--- src/rtl/mem_port_arbiter_pkg.sv ---
// -----------------------------------------------------------------------------
// mem_port_arbiter_pkg
//   Shared encodings for the unified memory port arbiter and its lane
//   formatter. This package has no ports.
//   - Access size codes used on d_size and by mem_lane_fmt.
//   - Arbiter FSM state codes.
// -----------------------------------------------------------------------------
package mem_port_arbiter_pkg;

   // Access sizes. Code 3 is not a legal size and is handled as a word.
   localparam logic [1:0] SZ_B = 2'd0;
   localparam logic [1:0] SZ_H = 2'd1;
   localparam logic [1:0] SZ_W = 2'd2;

   // Arbiter FSM states
   localparam logic [1:0] ST_IDLE   = 2'd0;
   localparam logic [1:0] ST_BUSY_I = 2'd1;
   localparam logic [1:0] ST_BUSY_D = 2'd2;

endpackage

--- src/rtl/mem_lane_fmt.sv ---
// -----------------------------------------------------------------------------
// mem_lane_fmt
//   Purely combinational formatter. It turns an access size, the low address
//   bits and right-aligned write data into byte enables, lane-replicated write
//   data and a misalignment flag. The memory model can reuse it.
// Ports:
//   i_size     access size (SZ_B / SZ_H / SZ_W; 3 is treated as word)
//   i_addr_lo  byte address bits [1:0]
//   i_wdata    right-aligned write data
//   o_be       byte enables
//   o_wdata    write data replicated across the lanes
//   o_misalign access is not naturally aligned
// -----------------------------------------------------------------------------
module mem_lane_fmt
   import mem_port_arbiter_pkg::*;
(
   input  logic [1:0]  i_size,
   input  logic [1:0]  i_addr_lo,
   input  logic [31:0] i_wdata,
   output logic [3:0]  o_be,
   output logic [31:0] o_wdata,
   output logic        o_misalign
);

   always_comb begin
      o_be       = 4'b1111;
      o_wdata    = i_wdata;
      o_misalign = 1'b0;
      case (i_size)
         SZ_B: begin
            o_be    = 4'b0001 << i_addr_lo;
            o_wdata = {4{i_wdata[7:0]}};
         end
         SZ_H: begin
            // For odd addresses the shifted enables are meaningless. The
            // access is flagged misaligned and never reaches memory.
            o_be       = 4'b0011 << i_addr_lo;
            o_wdata    = {2{i_wdata[15:0]}};
            o_misalign = i_addr_lo[0];
         end
         default: begin
            o_misalign = |i_addr_lo;
         end
      endcase
   end

endmodule

--- src/rtl/mem_port_arbiter.sv ---
// -----------------------------------------------------------------------------
// mem_port_arbiter
//   Shares one single-ported unified memory between the fetch (I) port and
//   the load/store (D) port. Each granted access becomes one memory
//   transaction. Byte enables and lane-replicated write data come from the
//   access size. Misaligned accesses are rejected without touching memory.
// Ports:
//   clk, rst                 clock (rising edge), asynchronous active-high reset
//   i_req/i_addr             fetch request, held until i_done
//   i_done/i_err/i_rdata     fetch completion pulse, misalign flag, read word
//   i_stall                  i_req & ~i_done
//   d_req/d_we/d_size/d_addr/d_wdata  load/store request, held until d_done
//   d_done/d_err/d_rdata     data completion pulse, misalign flag, raw read word
//   d_stall                  d_req & ~d_done
//   mem_req/mem_we/mem_addr/mem_be/mem_wdata  memory transaction (registered)
//   mem_rdata/mem_ack        memory read data and completion
//
// Handshake: a requester raises x_req and holds it and its address/data
// stable until x_done pulses for one cycle. On the memory side mem_req stays
// high with constant mem_we/addr/be/wdata until a cycle where mem_ack is
// high; that cycle completes the transaction. mem_ack may come in the first
// mem_req cycle or later. An ack seen while idle is ignored.
// -----------------------------------------------------------------------------
module mem_port_arbiter
   import mem_port_arbiter_pkg::*;
#(
   parameter int AW           = 32,
   parameter int MAX_D_STREAK = 4
) (
   input  logic          clk,
   input  logic          rst,
   input  logic          i_req,
   input  logic [AW-1:0] i_addr,
   output logic          i_done,
   output logic          i_err,
   output logic [31:0]   i_rdata,
   output logic          i_stall,
   input  logic          d_req,
   input  logic          d_we,
   input  logic [1:0]    d_size,
   input  logic [AW-1:0] d_addr,
   input  logic [31:0]   d_wdata,
   output logic          d_done,
   output logic          d_err,
   output logic [31:0]   d_rdata,
   output logic          d_stall,
   output logic          mem_req,
   output logic          mem_we,
   output logic [AW-1:0] mem_addr,
   output logic [3:0]    mem_be,
   output logic [31:0]   mem_wdata,
   input  logic [31:0]   mem_rdata,
   input  logic          mem_ack
);

   localparam logic [3:0] STREAK_MAX = 4'(MAX_D_STREAK);

   logic [1:0]    r_state;
   logic [3:0]    r_streak;
   logic          r_i_done, r_i_err, r_d_done, r_d_err;
   logic [31:0]   r_i_rdata, r_d_rdata;
   logic          r_mem_we;
   logic [AW-1:0] r_mem_addr;
   logic [3:0]    r_mem_be;
   logic [31:0]   r_mem_wdata;

   logic          w_arb_ok, w_d_win, w_i_win;
   logic [1:0]    w_fmt_size, w_fmt_lo;
   logic [31:0]   w_fmt_wdata;
   logic [3:0]    w_be;
   logic [31:0]   w_wdata;
   logic          w_misalign;

   // Arbitration is held off while a done pulse is out. This gives the
   // requester one cycle to drop or change its request before the next
   // grant.
   assign w_arb_ok = (r_state == ST_IDLE) & ~r_i_done & ~r_d_done;
   assign w_d_win  = w_arb_ok & d_req & ~(i_req & (r_streak == STREAK_MAX));
   assign w_i_win  = w_arb_ok & i_req & ~w_d_win;

   // One formatter serves both ports. A fetch is always a word read.
   assign w_fmt_size  = w_d_win ? d_size       : SZ_W;
   assign w_fmt_lo    = w_d_win ? d_addr[1:0]  : i_addr[1:0];
   assign w_fmt_wdata = w_d_win ? d_wdata      : 32'd0;

   mem_lane_fmt u_lane_fmt (
      .i_size     (w_fmt_size),
      .i_addr_lo  (w_fmt_lo),
      .i_wdata    (w_fmt_wdata),
      .o_be       (w_be),
      .o_wdata    (w_wdata),
      .o_misalign (w_misalign)
   );

   always_ff @(posedge clk or posedge rst) begin
      if (rst) begin
         r_state     <= ST_IDLE;
         r_i_done    <= 1'b0;
         r_i_err     <= 1'b0;
         r_d_done    <= 1'b0;
         r_d_err     <= 1'b0;
         r_i_rdata   <= 32'd0;
         r_d_rdata   <= 32'd0;
         r_mem_we    <= 1'b0;
         r_mem_addr  <= '0;
         r_mem_be    <= 4'd0;
         r_mem_wdata <= 32'd0;
      end else begin
         r_i_done <= 1'b0;
         r_i_err  <= 1'b0;
         r_d_done <= 1'b0;
         r_d_err  <= 1'b0;
         case (r_state)
            ST_IDLE: begin
               if (w_d_win) begin
                  if (w_misalign) begin
                     r_d_done  <= 1'b1;
                     r_d_err   <= 1'b1;
                     r_d_rdata <= 32'd0;
                  end else begin
                     r_state     <= ST_BUSY_D;
                     r_mem_we    <= d_we;
                     r_mem_addr  <= {d_addr[AW-1:2], 2'b00};
                     r_mem_be    <= w_be;
                     r_mem_wdata <= w_wdata;
                  end
               end else if (w_i_win) begin
                  if (w_misalign) begin
                     r_i_done  <= 1'b1;
                     r_i_err   <= 1'b1;
                     r_i_rdata <= 32'd0;
                  end else begin
                     r_state     <= ST_BUSY_I;
                     r_mem_we    <= 1'b0;
                     r_mem_addr  <= {i_addr[AW-1:2], 2'b00};
                     r_mem_be    <= w_be;
                     r_mem_wdata <= 32'd0;
                  end
               end
            end
            ST_BUSY_I: begin
               if (mem_ack) begin
                  r_i_rdata <= mem_rdata;
                  r_i_done  <= 1'b1;
                  r_mem_we  <= 1'b0;
                  r_state   <= ST_IDLE;
               end
            end
            ST_BUSY_D: begin
               if (mem_ack) begin
                  // Stores return a zero word, not whatever is on the read bus.
                  r_d_rdata <= r_mem_we ? 32'd0 : mem_rdata;
                  r_d_done  <= 1'b1;
                  r_mem_we  <= 1'b0;
                  r_state   <= ST_IDLE;
               end
            end
            default: r_state <= ST_IDLE;
         endcase
      end
   end

   // The streak counts D grants that I has been kept waiting through. It
   // saturates at the limit, and at the limit the next grant goes to I.
   always_ff @(posedge clk or posedge rst) begin
      if (rst) begin
         r_streak <= 4'd0;
      end else if (!i_req || w_i_win) begin
         r_streak <= 4'd0;
      end else if (w_d_win && (r_streak != STREAK_MAX)) begin
         r_streak <= r_streak + 4'd1;
      end
   end

   assign mem_req   = (r_state != ST_IDLE);
   assign mem_we    = r_mem_we;
   assign mem_addr  = r_mem_addr;
   assign mem_be    = r_mem_be;
   assign mem_wdata = r_mem_wdata;
   assign i_done    = r_i_done;
   assign i_err     = r_i_err;
   assign i_rdata   = r_i_rdata;
   assign d_done    = r_d_done;
   assign d_err     = r_d_err;
   assign d_rdata   = r_d_rdata;
   assign i_stall   = i_req & ~r_i_done;
   assign d_stall   = d_req & ~r_d_done;

endmodule

--- config.mk ---
export PLATFORM = sky130hd
export DESIGN_NAME = mem_port_arbiter
export DESIGN_NICKNAME = d
export VERILOG_FILES = /design/src/rtl/mem_port_arbiter_pkg.sv /design/src/rtl/mem_lane_fmt.sv /design/src/rtl/mem_port_arbiter.sv
export SDC_FILE = /design/constraint.sdc
export NUM_CORES = 1
export LEC_CHECK = 0
export CORE_ASPECT_RATIO = 0.6
export CORE_UTILIZATION = 43
export CTS_CLUSTER_SIZE = 16
export DETAILED_ROUTE_END_ITERATION = 8
export PLACE_DENSITY_LB_ADDON = 0.25
export SETUP_SLACK_MARGIN = 0.1
export SLEW_MARGIN = 20
export SYNTH_ARGS = -nofsm -noshare
export SYNTH_HDL_FRONTEND = slang
export SYNTH_SLANG_ARGS = --single-unit
export TNS_END_PERCENT = 20
--- constraint.sdc ---
create_clock -name clk -period 6.6 [get_ports clk]
set_input_delay 1.32 -clock clk [delete_from_list [all_inputs] [get_ports clk]]
set_output_delay 1.32 -clock clk [all_outputs]
set_load 0.1 [all_outputs]
; ---- Word-level counts from Yosys, hierarchy flattened
; Cells that the tools add are included.
[classes]
addsub = 1
multipliers = 0
div = 0
magnitude_cmp = 0
eq_ne = 14
shifts = 2
mux = 48
bitwise_logic = 14
reduce_logical = 19
[op_table]
columns = cell, count
row1 = 32-bit 2-to-1 mux, 15
row2 = 32-bit case mux with 2 select lines, 3
row3 = 4-bit 2-to-1 mux, 5
row4 = 2-bit 2-to-1 mux, 7
row5 = 1-bit 2-to-1 mux, 12
row6 = 2-bit inequality test (second input constant), 6
row7 = 2-bit nonzero test, 6
row8 = 1-bit bitwise AND, 9
row9 = 1-bit case mux with 2 select lines, 4
row10 = 4-bit case mux with 2 select lines, 1
row11 = 4-bit AND reduction, 2
row12 = 3-bit AND reduction, 2
row13 = 1-bit inverter, 5
row14 = 5-bit AND reduction, 1
row15 = 4-bit by 1-bit adder with 4-bit output (second input constant), 1
row16 = 2-bit by 1-bit == test with 1-bit output (second input constant), 2
row17 = 4-bit by 3-bit == test with 1-bit output (second input constant), 1
row18 = 2-bit zero test, 2
row19 = 2-bit by 1-bit inequality test with 1-bit output (second input constant), 2
row20 = 4-bit by 3-bit inequality test with 1-bit output (second input constant), 1
row21 = 2-bit case mux with 2 select lines, 1
row22 = 2-bit OR reduction, 2
row23 = 1-bit by 2-bit << shifter with 4-bit output (first input constant), 1
row24 = 2-bit by 2-bit << shifter with 4-bit output (first input constant), 1
row25 = 6 further kinds, 6
[word_totals]
reg_bits = 143
latchBits = 0
ram_bits = 0
mem_bits_ro = 0
input_bits = 136
elab_cells = 110
mem_count = 0

; ---- Depth between registers and ports, before layout
[depth]
ltp_word = 12
depth_mapped = 9
depth_no_buf = 6

; ---- Modules after synthesis
; From an unflattened synthesis, not the netlist that was laid out.
[hier_totals]
cells_unflattened = 663
area_unflattened_um2 = 6877.8
[by_module_without_submodules]
columns = module, instances, cells_each, area_per_inst_um2
row1 = mem_port_arbiter, 1, 599, 6398.6
row2 = mem_lane_fmt, 1, 64, 479.2

; ---- Worst setup path after synthesis
; OpenSTA, ideal clock, no wires.
[synth_timing]
path_type = input to output
startpoint = in d_req
endpoint = out d_stall
t_arrival_ns = 2.654
required_time_ns = 5.280
setup_slack_ns = 2.626
path_stages = 1
path_buffers = 0
cell_sequence = nor2b_1
[synth_via]
elab_chain_cells = 1
[synth_lines]
columns = element, line
row1 = start: declaration, mem_port_arbiter.sv:38  ; input logic d_req,
row2 = 1-bit bitwise AND, mem_port_arbiter.sv:187  ; assign d_stall = d_req & ~r_d_done;
row3 = end: declaration, mem_port_arbiter.sv:46  ; output logic d_stall,
; Every way passes these cells.

; ---- Final worst setup path
[layout_timing]
startpoint = in i_req
endpoint = out i_stall
[layout_via]
elab_chain_cells = 1
[layout_lines]
columns = element, line
row1 = start: declaration, mem_port_arbiter.sv:32  ; input logic i_req,
row2 = 1-bit bitwise AND, mem_port_arbiter.sv:186  ; assign i_stall = i_req & ~r_i_done;
row3 = end: declaration, mem_port_arbiter.sv:37  ; output logic i_stall,
; Every way passes these cells.

==> impl_summary.md <==
Run status
The run finished with clean final reports.

Synth
Synthesis produced 571 cells. Yosys mapped a number of flops with a built-in enable equal to 0. Sequential elements use 54.2% of the synthesized area. After synthesis the cells add up to 6510 um^2.

The Yosys step of the flow raised 0 warnings. The synthesis-stage register bit count is 141. For this run, asynchronously set or reset flops after synthesis account for 100%.

The average size of a mapped cell is 11.4 um^2. The number of library cell types mapped by synthesis is 43. The most used flip-flop cell after synthesis is dfrtp_1.

Clock tree
TritonCTS built the clock tree. The clock-pin slew of the registers on the worst-case setup and hold paths is 0.06 ns. The buffer count from post-CTS setup fixing is 0. The clock latency on the worst-skew pair is 0.40 ns. The tree is rooted in a clkbuf_16. Buffers inserted during clock tree synthesis total 17.

The tree built by TritonCTS fans out to 141 sinks. The buffer depth of the longest clock path is 2. The number of hold buffers added after CTS is 0. The CTS H-tree depth is 4. Post-CTS repair changed the size of 0 cells.

Hold path
The kind of path behind the tightest hold check is reg -> reg. The count of cells along the worst hold path is 1.

Layout
The number of nets in the layout is 970. The most common cell after layout, fill and taps aside is clkdlybuf4s50_1. The layout overhead on the synthesized area is 53.3%. In the layout the commonest cells are clkdlybuf4s50_1, dfrtp_1, mux2_2. Excluding fillers, the count of instances in the completed layout stands at 1,039. The share of layout cells above drive strength 1 is 12.5%.

The number of diodes is 0.

Timing
The final-layout worst hold slack is 0.474 ns. The slew at the pin with the worst max-slew slack is 1.04 ns. The minimum clock period is 4.61 ns. The setup-violating endpoint count in the final report is 0. The largest clock skew in the final design is 0.00879 ns. The summed negative setup slack over all endpoints is 0 ns.

The relative slew slack is 30.4%. Static timing analysis puts the maximum clock frequency at 217 MHz. The count of pins over their slew limit came to 0. The number of hold violations in the final report is 0. Setup repair after global routing left no endpoint under its margin. The part of the cycle the worst path needs is 69.8%.

Drt
In this run the remaining antenna-violating nets after routing total 0. The number of search-and-repair iterations in the first detailed-routing pass is 6. After detailed routing, the number of vias per cell comes to 5.22.

The starting DRC count in detailed routing is 244. The per-cell routed wire length is 17.6 um. The post-route DRC violation count is 0. The routed layout has 5,426 vias. After detailed routing, the total wire length is 18,300 um.

Worst setup path
The worst endpoint required time is 5.28 ns. In this run the worst path has a maximum fanout of 7. The worst register-to-register path has a setup slack of 3.34 ns. The maximum single-stage delay on the critical path is 1.14 ns. For this design, the slowest cell found on the critical path is clkdlybuf4s50_1. Among the stages of the critical path, the cell type that occurs most often is clkdlybuf4s50_1. Traced cell by cell, the critical path runs through clkdlybuf4s50_1 -> nor2b_1 -> clkdlybuf4s50_1.

The worst setup path is captured at an output port. The worst setup path is launched from an input pin. The critical path class is in -> out. The number of cells on the worst reg-to-reg path is 6. The endpoint arrival time on the critical path is 3.29 ns.

Placement
The wire-length estimate of the detail-placed layout is 13,300 um. Input and output buffers added on the ports amount to 273. The global placer's final weighted congestion is 0.821.

The placed instance count is 1,008.

Floorplanning
The floorplan step defined a core boundary enclosing 14,600 um^2. The height of the die is 97.3 um. During I/O placement, the number of pins put on the boundary was 276. In this run the core area contains 34 standard-cell rows. The die area is 15,700 um^2. The die is 161 um wide. The initial core utilization is 44.5%.

Global route
The number of antenna violations at the first check in global routing is 0. The total overflow reported by the global router is 0. The global-route wire length before repair is 29,200 um. The number of global-route vias before repair is 5,623. Entering global routing, the biggest net connects 93 pins. Global routing used 23.6% of the available tracks across all layers.

Job
The tool flagged a number of max-cap violations equal to 0.
-- path summary, 6_finish.rpt --
path | from | end
hold reg to reg | mem_wdata[29] | mem_wdata[29]
min in group asynchronous | rst | d_rdata[18]
setup reg to reg | r_state[1] | mem_be[2]
setup / recovery | i_req | i_stall
hold / removal | mem_wdata[29] | mem_wdata[29]
max in group asynchronous | rst | d_rdata[16]
-- routing by layer --
metal / track usage (%) / vias to the layer above / share of wire, %
met2: 39.3 / 184 / 49
met5: 0 / - / 0
met4: 4.86 / 0 / 0.56
met1: 30.9 / 2719 / 44
li1: - / 2515 / -
met3: 6.57 / 8 / 6.8
-- sequential cells by signal, summed over array words and instances, names as in the netlist --
signal     cells
d_rdata       32
i_rdata       32
mem_wdata     32
mem_addr      30
mem_be         4
r_streak       4
r_state        2
d_done         1
d_err          1
i_done         1
i_err          1
mem_we         1
-- per-stage QoR --
stage          util (%)  setup slack (ns)  instance area [um^2]
2_1_floorplan         -              1.50                  6520
3_3_place_gp       63.9              2.04                  9350
3_5_place_dp       63.9              1.99                  9350
4_1_cts            68.2              1.98                  9980
5_1_grt            68.2              1.93                  9990
6_report           68.2              1.99                  9990
-- Yosys cell counts, types with 8 or more instances --
library cell / number / area [um^2]
a22o_1: 32 / 280
mux2i_1: 40 / 400
a2111oi_0: 16 / 140
a211oi_1: 8 / 60.1
clkbuf_1: 19 / 71.3
nor2b_1: 12 / 75.1
buf_2: 16 / 80.1
dfrtp_1: 141 / 3530
nand2_1: 51 / 191
a21oi_1: 10 / 50.1
nand3_1: 17 / 85.1
a21o_1: 25 / 188
mux2_2: 59 / 664
inv_1: 58 / 218
nor3_1: 8 / 40.0
-- final cells by class --
type / instances / area, um^2
Fill cell: 1111 / 4650
Sequential cell: 141 / 3530
Timing Repair Buffer: 280 / 2790
Multi-Input combinational cell: 330 / 2570
Clock buffer: 18 / 439
Tap cell: 198 / 248
Inverter: 59 / 226
Clock inverter: 13 / 189
-- logic make-up (layout without fill, tap and decap cells) --
logic type / count (synthesis) / after routing / share of synthesized area [%]
AO/OA/AOI/OAI: 112 / 112 / 13.2
other: 1 / 2 / 0.0576
AND/OR/NAND/NOR: 111 / 111 / 8.45
buffers and inverters: 101 / 370 / 6.65
multiplexers: 100 / 100 / 16.5
flip-flops: 141 / 141 / 54.2
adder cells (fa/ha/maj): 5 / 5 / 0.960
-- worst max-delay path: cells and delay by family --
family / cells / cell delay [ns]
buffers and inverters: 2 / 1.77
AND/OR/NAND/NOR: 1 / 0.19
Power is not shown: default switching activity piles up to over one toggle a cycle in this logic, so the estimate is an artifact.
